**src/rtl/alu_instr_sequencer_pkg.sv**
```systemverilog
// Shared constants, state encoding, IR field layout and decode helpers for the
// register-register ALU instruction sequencer.
package alu_instr_sequencer_pkg;

    localparam int unsigned NREGS  = 16;
    localparam int unsigned OPW    = 5;
    localparam int unsigned ALUW   = 4;
    localparam int unsigned IRW    = 32;
    localparam int unsigned RIDXW  = 4;
    localparam int unsigned STW    = 4;
    localparam int unsigned OP_LSB = IRW - OPW;
    localparam int unsigned RA_LSB = 23;
    localparam int unsigned RB_LSB = 19;
    localparam int unsigned RC_LSB = 15;

    localparam logic [STW-1:0] ST_IDLE = 4'd0;
    localparam logic [STW-1:0] ST_T0   = 4'd1;
    localparam logic [STW-1:0] ST_T1   = 4'd2;
    localparam logic [STW-1:0] ST_T1W  = 4'd3;
    localparam logic [STW-1:0] ST_T2   = 4'd4;
    localparam logic [STW-1:0] ST_T3   = 4'd5;
    localparam logic [STW-1:0] ST_T4   = 4'd6;
    localparam logic [STW-1:0] ST_T5   = 4'd7;
    localparam logic [STW-1:0] ST_T6   = 4'd8;
    localparam logic [STW-1:0] ST_HALT = 4'd9;

    localparam logic [OPW-1:0] OP_ADD  = 5'd3;
    localparam logic [OPW-1:0] OP_SUB  = 5'd4;
    localparam logic [OPW-1:0] OP_AND  = 5'd5;
    localparam logic [OPW-1:0] OP_OR   = 5'd6;
    localparam logic [OPW-1:0] OP_SHR  = 5'd7;
    localparam logic [OPW-1:0] OP_SHL  = 5'd8;
    localparam logic [OPW-1:0] OP_ROR  = 5'd9;
    localparam logic [OPW-1:0] OP_ROL  = 5'd10;
    localparam logic [OPW-1:0] OP_MUL  = 5'd15;
    localparam logic [OPW-1:0] OP_DIV  = 5'd16;
    localparam logic [OPW-1:0] OP_HALT = 5'd27;

    // Zero is reserved so an idle alu_op never looks like a real function.
    localparam logic [ALUW-1:0] ALU_NONE = 4'd0;
    localparam logic [ALUW-1:0] ALU_ADD  = 4'd1;
    localparam logic [ALUW-1:0] ALU_SUB  = 4'd2;
    localparam logic [ALUW-1:0] ALU_AND  = 4'd3;
    localparam logic [ALUW-1:0] ALU_OR   = 4'd4;
    localparam logic [ALUW-1:0] ALU_SHR  = 4'd5;
    localparam logic [ALUW-1:0] ALU_SHL  = 4'd6;
    localparam logic [ALUW-1:0] ALU_ROR  = 4'd7;
    localparam logic [ALUW-1:0] ALU_ROL  = 4'd8;
    localparam logic [ALUW-1:0] ALU_MUL  = 4'd9;
    localparam logic [ALUW-1:0] ALU_DIV  = 4'd10;

    typedef struct packed {
        logic [OPW-1:0]   op;
        logic [RIDXW-1:0] ra;
        logic [RIDXW-1:0] rb;
        logic [RIDXW-1:0] rc;
    } ir_fields_t;

    typedef struct packed {
        logic             pc_out;
        logic             zlow_out;
        logic             zhigh_out;
        logic             mdr_out;
        logic             hi_out;
        logic             lo_out;
        logic             mar_in;
        logic             mdr_in;
        logic             pc_in;
        logic             ir_in;
        logic             y_in;
        logic             z_in;
        logic             hi_in;
        logic             lo_in;
        logic             read;
        logic             inc_pc;
        logic             busy;
        logic             illegal;
        logic [NREGS-1:0] reg_out;
        logic [NREGS-1:0] reg_in;
        logic [ALUW-1:0]  alu_op;
    } ctrl_en_t;

    function automatic logic op_is_alu(input logic [OPW-1:0] op);
        return op inside {OP_ADD, OP_SUB, OP_AND, OP_OR, OP_SHR, OP_SHL, OP_ROR, OP_ROL};
    endfunction

    function automatic logic op_is_muldiv(input logic [OPW-1:0] op);
        return (op == OP_MUL) || (op == OP_DIV);
    endfunction

    function automatic logic reg_ok(input logic [RIDXW-1:0] idx);
        return 32'(idx) < NREGS;
    endfunction

    // MUL/DIV write LO/HI, so their Ra field is don't-care.
    function automatic logic fields_legal(input ir_fields_t f);
        return (op_is_alu(f.op) && reg_ok(f.ra) && reg_ok(f.rb) && reg_ok(f.rc)) ||
               (op_is_muldiv(f.op) && reg_ok(f.rb) && reg_ok(f.rc));
    endfunction

    function automatic logic [ALUW-1:0] alu_code(input logic [OPW-1:0] op);
        case (op)
            OP_ADD:  return ALU_ADD;
            OP_SUB:  return ALU_SUB;
            OP_AND:  return ALU_AND;
            OP_OR:   return ALU_OR;
            OP_SHR:  return ALU_SHR;
            OP_SHL:  return ALU_SHL;
            OP_ROR:  return ALU_ROR;
            OP_ROL:  return ALU_ROL;
            OP_MUL:  return ALU_MUL;
            OP_DIV:  return ALU_DIV;
            default: return ALU_NONE;
        endcase
    endfunction

    function automatic logic [NREGS-1:0] reg_sel(input logic [RIDXW-1:0] idx);
        return NREGS'(1) << idx;
    endfunction

endpackage

```
**src/rtl/alu_instr_sequencer_if.sv**
```systemverilog
// Control bundle between the sequencer (master) and the 32-bit bus datapath (slave).
interface alu_instr_sequencer_if;
    import alu_instr_sequencer_pkg::*;

    logic             run;
    logic             mem_rdy;
    logic [IRW-1:0]   ir;
    logic             PCout, Zlowout, Zhighout, MDRout, HIout, LOout;
    logic             MARin, MDRin, PCin, IRin, Yin, Zin, HIin, LOin;
    logic             Read, IncPC;
    logic [NREGS-1:0] reg_out;
    logic [NREGS-1:0] reg_in;
    logic [ALUW-1:0]  alu_op;
    logic             busy;
    logic             illegal;

    modport master (
        input  run, mem_rdy, ir,
        output PCout, Zlowout, Zhighout, MDRout, HIout, LOout,
        output MARin, MDRin, PCin, IRin, Yin, Zin, HIin, LOin,
        output Read, IncPC, reg_out, reg_in, alu_op, busy, illegal
    );

    modport slave (
        output run, mem_rdy, ir,
        input  PCout, Zlowout, Zhighout, MDRout, HIout, LOout,
        input  MARin, MDRin, PCin, IRin, Yin, Zin, HIin, LOin,
        input  Read, IncPC, reg_out, reg_in, alu_op, busy, illegal
    );
endinterface

```
**src/rtl/alu_instr_sequencer_decode.sv**
```systemverilog
// Combinational map from {state, latched IR fields} to the datapath enable vector.
module alu_instr_sequencer_decode
    import alu_instr_sequencer_pkg::*;
(
    input  logic [STW-1:0] state_i,
    input  ir_fields_t     fields_i,
    output ctrl_en_t       en_c
);

    logic legal;
    logic muldiv;

    assign legal  = fields_legal(fields_i);
    assign muldiv = op_is_muldiv(fields_i.op);

    always_comb begin
        en_c      = '0;
        en_c.busy = (state_i != ST_IDLE) && (state_i != ST_HALT);
        case (state_i)
            ST_T0: begin
                en_c.pc_out = 1'b1;
                en_c.mar_in = 1'b1;
                en_c.inc_pc = 1'b1;
                en_c.z_in   = 1'b1;
                en_c.alu_op = ALU_ADD;
            end
            ST_T1: begin
                en_c.zlow_out = 1'b1;
                en_c.pc_in    = 1'b1;
                en_c.read     = 1'b1;
                en_c.mdr_in   = 1'b1;
            end
            // Memory wait: keep the read open but do not reload PC a second time.
            ST_T1W: begin
                en_c.read   = 1'b1;
                en_c.mdr_in = 1'b1;
            end
            ST_T2: begin
                en_c.mdr_out = 1'b1;
                en_c.ir_in   = 1'b1;
            end
            ST_T3: begin
                if (legal) begin
                    en_c.reg_out = reg_sel(fields_i.rb);
                    en_c.y_in    = 1'b1;
                end else begin
                    en_c.illegal = 1'b1;
                end
            end
            ST_T4: begin
                en_c.reg_out = reg_sel(fields_i.rc);
                en_c.z_in    = 1'b1;
                en_c.alu_op  = alu_code(fields_i.op);
            end
            ST_T5: begin
                en_c.zlow_out = 1'b1;
                if (muldiv) begin
                    en_c.lo_in = 1'b1;
                end else begin
                    en_c.reg_in = reg_sel(fields_i.ra);
                end
            end
            ST_T6: begin
                en_c.zhigh_out = 1'b1;
                en_c.hi_in     = 1'b1;
            end
            default: ;
        endcase
    end

endmodule

```
**src/rtl/alu_instr_sequencer.sv**
```systemverilog
// Fetch/execute control FSM: state register, IR field latches and registered enables.
module alu_instr_sequencer
    import alu_instr_sequencer_pkg::*;
(
    input  logic                  clk,
    input  logic                  clr,
    alu_instr_sequencer_if.master bus
);

    logic [STW-1:0] state_q, state_d;
    ir_fields_t     fields_q, fields_d, ir_f;
    ctrl_en_t       en_q, en_d;
    logic           unused_ir;

    assign ir_f.op   = bus.ir[OP_LSB +: OPW];
    assign ir_f.ra   = bus.ir[RA_LSB +: RIDXW];
    assign ir_f.rb   = bus.ir[RB_LSB +: RIDXW];
    assign ir_f.rc   = bus.ir[RC_LSB +: RIDXW];
    assign unused_ir = ^bus.ir[RC_LSB-1:0];

    // Next state and IR field capture.
    always_comb begin
        state_d  = state_q;
        fields_d = fields_q;
        case (state_q)
            ST_IDLE: if (bus.run) state_d = ST_T0;
            ST_T0:   state_d = ST_T1;
            ST_T1,
            ST_T1W:  state_d = bus.mem_rdy ? ST_T2 : ST_T1W;
            ST_T2: begin
                fields_d = ir_f;
                state_d  = (ir_f.op == OP_HALT) ? ST_HALT : ST_T3;
            end
            ST_T3:   state_d = fields_legal(fields_q) ? ST_T4 : ST_T0;
            ST_T4:   state_d = ST_T5;
            ST_T5: begin
                if (op_is_muldiv(fields_q.op)) state_d = ST_T6;
                else                            state_d = bus.run ? ST_T0 : ST_IDLE;
            end
            ST_T6:   state_d = bus.run ? ST_T0 : ST_IDLE;
            ST_HALT: state_d = ST_HALT;
            default: state_d = ST_IDLE;
        endcase
    end

    // Enables are decoded from the next state so the registered outputs line up with state_q.
    alu_instr_sequencer_decode u_decode (
        .state_i  (state_d),
        .fields_i (fields_d),
        .en_c     (en_d)
    );

    always_ff @(posedge clk or posedge clr) begin
        if (clr) begin
            state_q  <= ST_IDLE;
            fields_q <= '0;
            en_q     <= '0;
        end else begin
            state_q  <= state_d;
            fields_q <= fields_d;
            en_q     <= en_d;
        end
    end

    assign bus.PCout    = en_q.pc_out;
    assign bus.Zlowout  = en_q.zlow_out;
    assign bus.Zhighout = en_q.zhigh_out;
    assign bus.MDRout   = en_q.mdr_out;
    assign bus.HIout    = en_q.hi_out;
    assign bus.LOout    = en_q.lo_out;
    assign bus.MARin    = en_q.mar_in;
    assign bus.MDRin    = en_q.mdr_in;
    assign bus.PCin     = en_q.pc_in;
    assign bus.IRin     = en_q.ir_in;
    assign bus.Yin      = en_q.y_in;
    assign bus.Zin      = en_q.z_in;
    assign bus.HIin     = en_q.hi_in;
    assign bus.LOin     = en_q.lo_in;
    assign bus.Read     = en_q.read;
    assign bus.IncPC    = en_q.inc_pc;
    assign bus.reg_out  = en_q.reg_out;
    assign bus.reg_in   = en_q.reg_in;
    assign bus.alu_op   = en_q.alu_op;
    assign bus.busy     = en_q.busy;
    assign bus.illegal  = en_q.illegal;

    // At most one source may drive the shared bus in any cycle.
    a_single_driver: assert property (@(posedge clk) disable iff (clr)
        $countones({en_q.pc_out, en_q.zlow_out, en_q.zhigh_out, en_q.mdr_out,
                    en_q.hi_out, en_q.lo_out, en_q.reg_out}) <= 1);

endmodule

```
**src/flat_wrapper.sv**
```systemverilog
// flat-port wrapper written by rule: the top's interface ports become plain ports
module alu_instr_sequencer_flat import alu_instr_sequencer_pkg::*;
  (clk, clr, bus_run, bus_mem_rdy, bus_ir, bus_PCout, bus_Zlowout, bus_Zhighout, bus_MDRout, bus_HIout, bus_LOout, bus_MARin, bus_MDRin, bus_PCin, bus_IRin, bus_Yin, bus_Zin, bus_HIin, bus_LOin, bus_Read, bus_IncPC, bus_reg_out, bus_reg_in, bus_alu_op, bus_busy, bus_illegal);
  alu_instr_sequencer_if bus_i ();
  input  logic clk;
  input  logic clr;
  input wire logic [$bits(bus_i.run)-1:0] bus_run;
  input wire logic [$bits(bus_i.mem_rdy)-1:0] bus_mem_rdy;
  input wire logic [$bits(bus_i.ir)-1:0] bus_ir;
  output wire logic [$bits(bus_i.PCout)-1:0] bus_PCout;
  output wire logic [$bits(bus_i.Zlowout)-1:0] bus_Zlowout;
  output wire logic [$bits(bus_i.Zhighout)-1:0] bus_Zhighout;
  output wire logic [$bits(bus_i.MDRout)-1:0] bus_MDRout;
  output wire logic [$bits(bus_i.HIout)-1:0] bus_HIout;
  output wire logic [$bits(bus_i.LOout)-1:0] bus_LOout;
  output wire logic [$bits(bus_i.MARin)-1:0] bus_MARin;
  output wire logic [$bits(bus_i.MDRin)-1:0] bus_MDRin;
  output wire logic [$bits(bus_i.PCin)-1:0] bus_PCin;
  output wire logic [$bits(bus_i.IRin)-1:0] bus_IRin;
  output wire logic [$bits(bus_i.Yin)-1:0] bus_Yin;
  output wire logic [$bits(bus_i.Zin)-1:0] bus_Zin;
  output wire logic [$bits(bus_i.HIin)-1:0] bus_HIin;
  output wire logic [$bits(bus_i.LOin)-1:0] bus_LOin;
  output wire logic [$bits(bus_i.Read)-1:0] bus_Read;
  output wire logic [$bits(bus_i.IncPC)-1:0] bus_IncPC;
  output wire logic [$bits(bus_i.reg_out)-1:0] bus_reg_out;
  output wire logic [$bits(bus_i.reg_in)-1:0] bus_reg_in;
  output wire logic [$bits(bus_i.alu_op)-1:0] bus_alu_op;
  output wire logic [$bits(bus_i.busy)-1:0] bus_busy;
  output wire logic [$bits(bus_i.illegal)-1:0] bus_illegal;
  assign bus_i.run = bus_run;
  assign bus_i.mem_rdy = bus_mem_rdy;
  assign bus_i.ir = bus_ir;
  assign bus_PCout = bus_i.PCout;
  assign bus_Zlowout = bus_i.Zlowout;
  assign bus_Zhighout = bus_i.Zhighout;
  assign bus_MDRout = bus_i.MDRout;
  assign bus_HIout = bus_i.HIout;
  assign bus_LOout = bus_i.LOout;
  assign bus_MARin = bus_i.MARin;
  assign bus_MDRin = bus_i.MDRin;
  assign bus_PCin = bus_i.PCin;
  assign bus_IRin = bus_i.IRin;
  assign bus_Yin = bus_i.Yin;
  assign bus_Zin = bus_i.Zin;
  assign bus_HIin = bus_i.HIin;
  assign bus_LOin = bus_i.LOin;
  assign bus_Read = bus_i.Read;
  assign bus_IncPC = bus_i.IncPC;
  assign bus_reg_out = bus_i.reg_out;
  assign bus_reg_in = bus_i.reg_in;
  assign bus_alu_op = bus_i.alu_op;
  assign bus_busy = bus_i.busy;
  assign bus_illegal = bus_i.illegal;
  alu_instr_sequencer u_core (.clk(clk), .clr(clr), .bus(bus_i));
endmodule
```
**config.mk**
```make
export PLATFORM = sky130hd
export DESIGN_NAME = alu_instr_sequencer_flat
export DESIGN_NICKNAME = d
export VERILOG_FILES = /design/src/rtl/alu_instr_sequencer_pkg.sv /design/src/rtl/alu_instr_sequencer_if.sv /design/src/rtl/alu_instr_sequencer_decode.sv /design/src/rtl/alu_instr_sequencer.sv /design/src/flat_wrapper.sv
export SDC_FILE = /design/constraint.sdc
export NUM_CORES = 1
export LEC_CHECK = 0
export ABC_AREA = 1
export ABC_CLOCK_PERIOD_IN_PS = 3300
export CAP_MARGIN = 20
export CORE_ASPECT_RATIO = 0.5
export CORE_MARGIN = 3
export CORE_UTILIZATION = 35
export DETAILED_ROUTE_END_ITERATION = 8
export HOLD_SLACK_MARGIN = 0.08
export REMOVE_ABC_BUFFERS = 1
export SLEW_MARGIN = 5
export SYNTH_ARGS = -nofsm -noshare
export SYNTH_HDL_FRONTEND = slang
export SYNTH_HIERARCHICAL = 1
export SYNTH_SLANG_ARGS = --single-unit
```
**constraint.sdc**
```tcl
create_clock -name clk -period 3.3 [get_ports clk]
set_clock_uncertainty 0.05 [all_clocks]
set_input_delay 0.66 -clock clk [delete_from_list [all_inputs] [get_ports clk]]
set_output_delay 0.66 -clock clk [all_outputs]
set_load 0.02 [all_outputs]
```
==> flow_summary.json, run 1 <==
{
  "die_width_microns": 144,
  "clockPowerShare_pct": 26.5,
  "drt-pass1-iter-count": 5,
  "period_share_pct": 80.1,
  "grt_max_degree": 32,
  "hold_start": "u_core/fields_q[3]",
  "r2r_start": "u_core/state_q[1]",
  "wl_met1_mm": 3.64,
  "place_area_sq_um": 4140,
  "crit_arrival_ps": 2860,
  "hold_violations": 0,
  "grt_pass1_wl_mm": 12.4,
  "post_cts_buffers": 0,
  "htreeDepth": 3,
  "crit_path_start_kind": "flip-flop",
  "dp_hpwl_mm": 5.35,
  "post-place-cells": 569,
  "end_kind": "flip-flop",
  "p_sw_mw": 1.72,
  "synth_seq_area_share_pct": 56.1,
  "path_buf_inv": 2,
  "seqPwrFrac_pct": 29.9,
  "grt_setup_unrepaired": "no",
  "worstRegToRegCells": 10,
  "yosys_most_used_dff": "dfrtp_1",
  "crit_family": "simple AND/OR/NAND/NOR gates",
  "cts_resized": 0,
  "routed.top_layer": "met4",
  "die_y_microns": 75.1,
  "die-area_sq_um": 10800,
  "wl_per_cell_microns": 12.7,
  "max_stage_delay_ps": 600,
  "antenna_found_initial": 0,
  "drive_gt1_share_pct": 8.57,
  "internal-power_mw": 2.40,
  "synth.distinct_cells": 28,
  "n_antenna_cell": 0,
  "r2r_slack_ps": 660,
  "start_util_pct": 37.2,
  "synth_area_sq_um": 3340,
  "grt_use_total_pct": 14.9,
  "max_freq_ghz": 0.378,
  "cpMostUsedCell": "nand2_1",
  "power_frac_comb_pct": 43.5,
  "grt_pass1_vias": 2502,
  "power_density_nw_per_um2": 921,
  "slew_viol_final": 0,
  "worstHoldEndpoint": "u_core/fields_q[3]",
  "clockRootBuffer": "clkbuf_16",
  "vias": 2670,
  "post-route-min-period_ps": 2640,
  "syn_inst": 387,
  "clockBufferDepth": 2,
  "maxCapViolCount": 0,
  "routed_via_density": 4.57,
  "critPathMaxFanout": 19,
  "worstPathCellList": "inv_1 -> nand3_4 -> inv_4 -> o21ai_0 -> nand2_1 -> o21ai_2 -> nand2_2 -> nand2_4 -> nand3_1 -> nand2_1",
  "routed_wirelength_mm": 7.39,
  "io_buffers": 74,
  "relSlewSlack_pct": 52.0,
  "hold_class": "reg -> reg",
  "area_delta_synth_final_pct": 33.9,
  "yosys.area.top_type": "dfrtp_1",
  "vdd_drop_max_v": 0.000335,
  "synthMostInstantiatedCell": "nand2_1",
  "clkLatencyLatePin_ps": 330,
  "ys.warnings.count": 6,
  "switching_share_pct": 41.6,
  "rows": 24,
  "postLayoutCoreUtil_pct": 49.8,
  "final.setup.tns_ps": 0,
  "crit_slowest_cell": "o21ai_0",
  "design_area_sq_um": 4480,
  "synth_edf_count": 0,
  "reg2reg_to": "u_core/bus.reg_out[13]",
  "p_leak_nw": 2.15,
  "core_sq_um": 8980,
  "setup_viol": 0,
  "drc": 0,
  "finalPower_mw": 4.12,
  "synth-async-reset-ratio_pct": 100,
  "drt-initial-drc-count": 184,
  "clock_sinks": 75,
  "overflow": 0,
  "dr_wl_met3_microns": 471,
  "instances_no_fill": 584,
  "crit_type": "reg -> reg",
  "ys_top_cells_by_count": "nand2_1 (114), dfrtp_1 (75), nor2_1 (62), nand3_1 (37), inv_1 (33)",
  "cts_tree": "built",
  "postSynthAreaPerCell_sq_um": 8.64,
  "ctsHoldBuffers": 0,
  "synth_top_area_share_pct": 56.1,
  "met2_length_mm": 3.20,
  "worst-slew-pin-transition_ps": 713,
  "ys_seq_elements": 75,
  "ant_nets": 0,
  "min_path_cells": 2,
  "cts_buffers": 9,
  "status": "finished, final reports clean",
  "cts.clk_slew.worst_paths_ps": 60,
  "gp_congestion": 0.852,
  "cp.required_ps": 3520,
  "synth_area_leaders": "dfrtp_1 (56%), nand2_1 (13%), nor2_1 (7.0%)",
  "nNetsFinal": 499,
  "ioPinCount": 90
}
layout by cell type (no fill, tap or decap), types with 2 or more instances in the layout:
cell type and instances:
a21oi_1 4, buf_4 3, bufinv_16 3, clkbuf_16 9, clkdlybuf4s50_1 74, conb_1 2
dfrtp_1 75, inv_1 32, inv_2 3, nand2_1 114, nand2_2 2, nand3_1 37
nand3_2 10, nand3b_1 2, nand4_1 2, nor2_1 62, nor2_4 2, nor3_1 12
o21ai_0 8
area by class of cell:
type	count	area, sq um
Timing Repair Buffer	77	763
Multi-Input combinational cell	264	1220
Sequential cell	75	1880
Inverter	36	138
Clock buffer	10	229
Tap cell	117	146
Clock inverter	5	103
Fill cell	849	4500
tightest hold or removal path: stages, from the launching register on:
cell     delay (ps)
dfrtp_1         320
nand2_1          50
nand2_1          90
sequential cells by signal, indices dropped and copies added (netlist names), 4 cells and up:
name / cells
u_core/fields_q: 17
u_core/bus.reg_in: 16
u_core/bus.reg_out: 16
u_core/bus.alu_op: 4
u_core/state_q: 4
worst max path at each step:
stage                       from                      to  slack, ps  depth (start not counted)
2_1_floorplan                clr         u_core/bus.HIin        680                          1
3_3_place_gp          bus_ir[29]   u_core/bus.reg_out[4]        570                         13
3_5_place_dp          bus_ir[29]   u_core/bus.reg_out[3]        580                         13
4_1_cts        u_core/state_q[1]   u_core/bus.reg_out[2]        670                         10
5_1_grt        u_core/state_q[1]  u_core/bus.reg_out[13]        320                         10
6_report       u_core/state_q[1]  u_core/bus.reg_out[13]        660                         10
kinds of logic (layout without fill, tap and decap cells):
logic type      after synthesis  after routing  synth area share [%]
flops                        75             75                  56.1
compound gates               15             15                  2.51
buf+inv                      49            128                  7.49
simple gates                247            247                  33.8
other cells                   1              2                 0.112
power groups by stage:
stage,logic [mW],clock network [mW],registers [mW]
global placement,1.77,0,1.25
global route,2.02,1.17,1.26
floorplan,1.15,0,1.35
finish,1.79,1.09,1.23
detailed placement,1.79,0,1.25
CTS,1.80,1.11,1.24
layer usage:
layer / up-vias / global-route usage [%]
met5: - / 0
met4: 0 / 4.34
met3: 7 / 5.58
met2: 75 / 21.6
met1: 1225 / 21.1
li1: 1363 / -
stage by stage:
step | setup slack, ps | hold slack (ps)
after floorplan | 680 | 414
after global routing | 319 | 476
after detailed placement | 580 | 445
after global placement | 575 | 430
final | 658 | 451
after CTS | 665 | 457
No activity file was read; power rests on OpenSTA's default activity.
==> run 2: changes to the inputs <==
--- a/config.mk
+++ b/config.mk
@@ -6,7 +6,7 @@
 export NUM_CORES = 1
 export LEC_CHECK = 0
 export ABC_AREA = 1
-export ABC_CLOCK_PERIOD_IN_PS = 3300
+export ABC_CLOCK_PERIOD_IN_PS = 2500
 export CAP_MARGIN = 20
 export CORE_ASPECT_RATIO = 0.5
 export CORE_MARGIN = 3
==> constraint.sdc (replaced) <==
create_clock -name clk -period 2.5 [get_ports clk]
set_clock_uncertainty 0.05 [all_clocks]
set_input_delay 0.5 -clock clk [delete_from_list [all_inputs] [get_ports clk]]
set_output_delay 0.5 -clock clk [all_outputs]
set_load 0.02 [all_outputs]
==> run 2 against run 1 <==
Cell area grew 1.7%. Clock power is 17% higher. Fmax grew 22%. Sequential share of layout area down 0.71 points. Non-clock buffer count up 11. Total power grew 31%. Flip-flop and latch count did not move.
==> flow_summary.json, run 2 (synthesis gave the netlist of run 1 again) <==
{
  "p_leak_nw": 2.20,
  "clockBufferDepth": 2,
  "drive_gt1_share_pct": 11.1,
  "slew_viol_final": 0,
  "dp_hpwl_mm": 5.65,
  "max_stage_delay_ps": 470,
  "postLayoutCoreUtil_pct": 50.7,
  "end_kind": "flip-flop",
  "status": "finished, final reports clean",
  "vdd_drop_max_v": 0.000423,
  "drt-pass1-iter-count": 4,
  "antenna_found_initial": 0,
  "path_depth": 11,
  "cts_tree": "built",
  "n_antenna_cell": 0,
  "post-route-min-period_ps": 2170,
  "nNetsFinal": 510,
  "worstPathCellList": "nor2_8 -> nand3_4 -> buf_4 -> nor2_1 -> nor2_1 -> nand2_1 -> inv_2 -> nor2_4 -> nand3_1 -> nand3b_2 -> nor2_1",
  "maxCapViolCount": 0,
  "core_sq_um": 8980,
  "final.setup.tns_ps": 0,
  "cts_resized": 0,
  "grt_pass1_vias": 2525,
  "vias": 2673,
  "post_cts_buffers": 0,
  "worstRegToRegCells": 11,
  "setup_viol": 0,
  "crit_slowest_cell": "dfrtp_1",
  "grt_pass1_wl_mm": 12.3,
  "ctsHoldBuffers": 0,
  "grt_max_degree": 31,
  "cts_buffers": 9,
  "clock_sinks": 75,
  "drt-initial-drc-count": 132,
  "r2r_start": "u_core/state_q[3]",
  "clkLatencyLatePin_ps": 330,
  "largest_reg_flops": 17,
  "routed_wirelength_mm": 7.40,
  "max_freq_ghz": 0.461,
  "gp_congestion": 0.881,
  "startpoint": "u_core/state_q[3]",
  "rows": 24,
  "mostFrequentLayoutCells": "nand2_1 (114), dfrtp_1 (75), clkdlybuf4s50_1 (74)",
  "reg2reg_to": "u_core/bus.reg_in[12]",
  "overflow": 0,
  "die_width_microns": 144,
  "ioPinCount": 90,
  "place_area_sq_um": 4250,
  "design_area_sq_um": 4550,
  "crit_arrival_ps": 2380,
  "cpMostUsedCell": "nor2_1",
  "hold_ws_ps": 409,
  "hold_class": "in -> async",
  "r2r_slack_ps": 330,
  "crit_type": "reg -> reg",
  "grt_use_total_pct": 15.0,
  "crit_path_start_kind": "flip-flop",
  "area_delta_synth_final_pct": 36.2,
  "htreeDepth": 3,
  "power_density_nw_per_um2": 1180,
  "start_util_pct": 37.2,
  "largest-register": "u_core/fields_q",
  "crit_family": "simple AND/OR/NAND/NOR gates",
  "die_y_microns": 75.1,
  "io_buffers": 74,
  "ant_nets": 0,
  "hold_violations": 0,
  "period_share_pct": 86.8,
  "layout_commonest_cell": "nand2_1",
  "wl_per_cell_microns": 12.4,
  "path_buf_inv": 2,
  "die-area_sq_um": 10800,
  "clockRootBuffer": "clkbuf_16",
  "grt_setup_unrepaired": "no",
  "cts.clk_slew.worst_paths_ps": 60,
  "cp.required_ps": 2710,
  "drc": 0,
  "critPathMaxFanout": 9,
  "routed_via_density": 4.48
}
-- run 2: changes by cell type in the layout (fill, tap and decap cells not counted), sizes merged --
cell      before  now
buf            3   14
bufinv         3    1
inv           36   38
clkbuf        10    9
clkinv         1    2
clkinvlp       1    2
-- run 2: area by class of cell --
| class | instances | area (sq um) |
|---|---|---|
| timing repair buffer | 88 | 871 |
| sequential | 75 | 1880 |
| fill | 868 | 4430 |
| clock inverter | 7 | 76.3 |
| multi-input combinational | 264 | 1220 |
| tap | 117 | 146 |
| inverter | 36 | 138 |
| clock buffer | 9 | 225 |
-- run 2: per-layer routing --
| metal | wire [microns] | track usage [%] |
|---|---|---|
| met1 | 3770 | 21.0 |
| met2 | 3260 | 22.3 |
| met3 | 311 | 4.76 |
| met4 | 61 | 4.65 |
| met5 | 0 | 0 |
-- run 2: report_power, final --
| group | switching (mW) | internal (mW) |
|---|---|---|
| combinational | 1.67 | 0.807 |
| sequential | 0.130 | 1.50 |
| clock | 0.498 | 0.778 |
-- run 2: worst max-delay path by stage --
| stage | to | slack, ps |
|---|---|---|
| 3_5_place_dp | u_core/bus.reg_in[11] | 150 |
| 2_1_floorplan | u_core/bus.HIin | 40 |
| 5_1_grt | u_core/bus.reg_in[1] | 110 |
| 3_3_place_gp | u_core/bus.reg_in[7] | 120 |
| 4_1_cts | u_core/bus.reg_out[13] | 150 |
| 6_report | u_core/bus.reg_in[12] | 330 |
-- run 2: through the flow --
stage | power [mW] | setup WS (ps) | cells
3_3_place_gp | 4.10 | 118 | 580
4_1_cts | 5.45 | 155 | 596
6_report | 5.39 | 329 | 596
2_1_floorplan | 3.30 | 40.0 | 375
5_1_grt | 5.85 | 111 | 596
3_5_place_dp | 4.14 | 153 | 580
==> edit 1: new RTL, config.mk and constraints of run 2 <==
Change the package constant `OPW` from 5 to 10.
--- a/src/rtl/alu_instr_sequencer_pkg.sv
+++ b/src/rtl/alu_instr_sequencer_pkg.sv
@@ -3,7 +3,7 @@
 package alu_instr_sequencer_pkg;
 
     localparam int unsigned NREGS  = 16;
-    localparam int unsigned OPW    = 5;
+    localparam int unsigned OPW    = 10;
     localparam int unsigned ALUW   = 4;
     localparam int unsigned IRW    = 32;
     localparam int unsigned RIDXW  = 4;
Function: changed (a bounded check fails within 10 cycles, from zero or initial values).
==> edit 1 against run 2 <==
  * Sequential cell count increased by 5
  * Non-clock buffer count is 21 higher
  * Global-route usage down 0.35 points
  * Power is 5.1% higher
  * Largest power group unchanged
  * Area after synthesis grew 5.8%
  * Combinational power increased by 3%
  * Routed wire length grew 3.6%
  * Final area rose by 8.8%
  * Final cell count up 9.7%
  * Clock power rose by 8%
  * Critical path depth rose by 1
  * Setup slack got worse by 95 ps
  * Highest routed layer unchanged
==> edit 1: results (changes against run 2) <==
iteration-0 DRC count of the detailed router 180 (was 132); RePlAce Congestion 0.830 (was 0.881); switching portion of total power 40.3% (was 42.7%); HPWL reported at the end of detailed placement 5650 microns (about the same); routed wire length 7670 microns (was 7400 microns); total via count after detailed routing 2894 (was 2673); fraction of final layout cells with drive strength greater than 1 14.8% (was 11.1%); wire length per cell after detailed routing 11.7 microns (was 12.4 microns); worst-path cell with the longest stage delay sky130_fd_sc_hd__clkdlybuf4s50_1 (was sky130_fd_sc_hd__dfrtp_1); multiplexer area fraction after synthesis 0% (unchanged); setup slack on the worst flop-to-flop path 260 ps (was 330 ps); stage delay of the slowest cell on the critical path 410 ps (was 470 ps); wire length of the first global-routing pass 13300 microns (was 12300 microns); count of buffers added by post-CTS timing repair for setup 0 (unchanged); portion of the post-synthesis area used by sequential elements 56.6% (was 56.1%); compound-gate portion of the synthesized area 2.55% (was 2.51%); met3 WL post-DR 391 microns (was 311 microns); standby leakage power 2.39 nW (was 2.20 nW); power in combinational cells 0.00256 W (was 0.00248 W); Final Net Count 551 (was 510); run status completed (unchanged); final worst-path cycle share 90.6% (was 86.8%); clock-pin slew of the registers on the worst-case setup and hold paths 60 ps (about the same); maximum vdd drop 0.000538 V (was 0.000423 V); number of buffer cells added on primary ports 74 (unchanged); post-layout power 0.00566 W (was 0.00539 W); maximum fanout along the worst path 4 (was 9); share of total power in sequential cells 30.4% (was 30.3%); biggest area contributors in the synthesized netlist sky130_fd_sc_hd__dfrtp_1, sky130_fd_sc_hd__nand2_1, sky130_fd_sc_hd__nor2_1, sky130_fd_sc_hd__nand3_1, sky130_fd_sc_hd__inv_1 (unchanged); sum of met2 wire segment lengths after detailed routing 3380 microns (was 3260 microns); Global Route Usage Sum 14.6% (was 15.0%); routed length on met1 3850 microns (was 3770 microns); count of TritonRoute iterations in the first routing pass 4 (unchanged); ranking of synthesized cells by instance count sky130_fd_sc_hd__nand2_1, sky130_fd_sc_hd__dfrtp_1, sky130_fd_sc_hd__nor2_1, sky130_fd_sc_hd__nand3_1, sky130_fd_sc_hd__inv_1 (unchanged); pin count of the biggest net entering global routing 42 (was 31); top_reg_cell synth sky130_fd_sc_hd__dfrtp_1 (unchanged); arrival time at the worst endpoint 2450 ps (was 2380 ps); pre-CTS WS -273 ps (was 153 ps); max FFs per register 22 (was 17); Placed Instances 639 (was 580); Biggest register u_core/fields_q (unchanged); adder-cell area share of the yosys netlist 0% (unchanged); Clk Tree Root Cell sky130_fd_sc_hd__clkbuf_16 (unchanged); worst-case hold slack 425 ps (was 409 ps); ys async rst share 100% (unchanged); met2 track demand over resource 22.7% (was 22.3%); placed cell area 4600 sq um (was 4250 sq um); synthesized netlist cell count 408 (was 387); dominant cell by count in the synthesized netlist sky130_fd_sc_hd__nand2_1 (unchanged); actual transition at the worst max-transition pin 540 ps; Netlist cell types 29 (was 28); GRT met3 Usage 5.19% (was 4.76%); GR Layer Usage met1 19.5% (was 21.0%); count of inserted antenna diode cells 0 (unchanged)
-- edit 1: cell types whose count changed after synthesis, sizes merged, moves of 2 or more --
cell    delta
nor4       +3
nor3       +5
buf        +2
nand3b     -2
nand2      +9
dfrtp      +5
nand3      -2
-- edit 1: final timing paths --
path / endpoint / depth (start not counted) / start
worst min-delay path: u_core/bus.HIout / 2 / clr
worst max-delay path: u_core/bus.alu_op[0] / 12 / bus_ir[30]
max in group asynchronous: u_core/state_q[3] / 3 / clr
worst max register to register: u_core/bus.reg_out[15] / 15 / u_core/state_q[3]
min in group clk: u_core/fields_q[20] / 2 / u_core/fields_q[20]
worst min register to register: u_core/fields_q[20] / 2 / u_core/fields_q[20]
-- edit 1: final cells by class --
type	count	area (sq um)
fill	937	4680
sequential	80	2000
multi-input combinational	278	1310
timing repair buffer	109	1020
clock buffer	9	225
tap	135	169
inverter	37	143
clock inverter	6	93.8
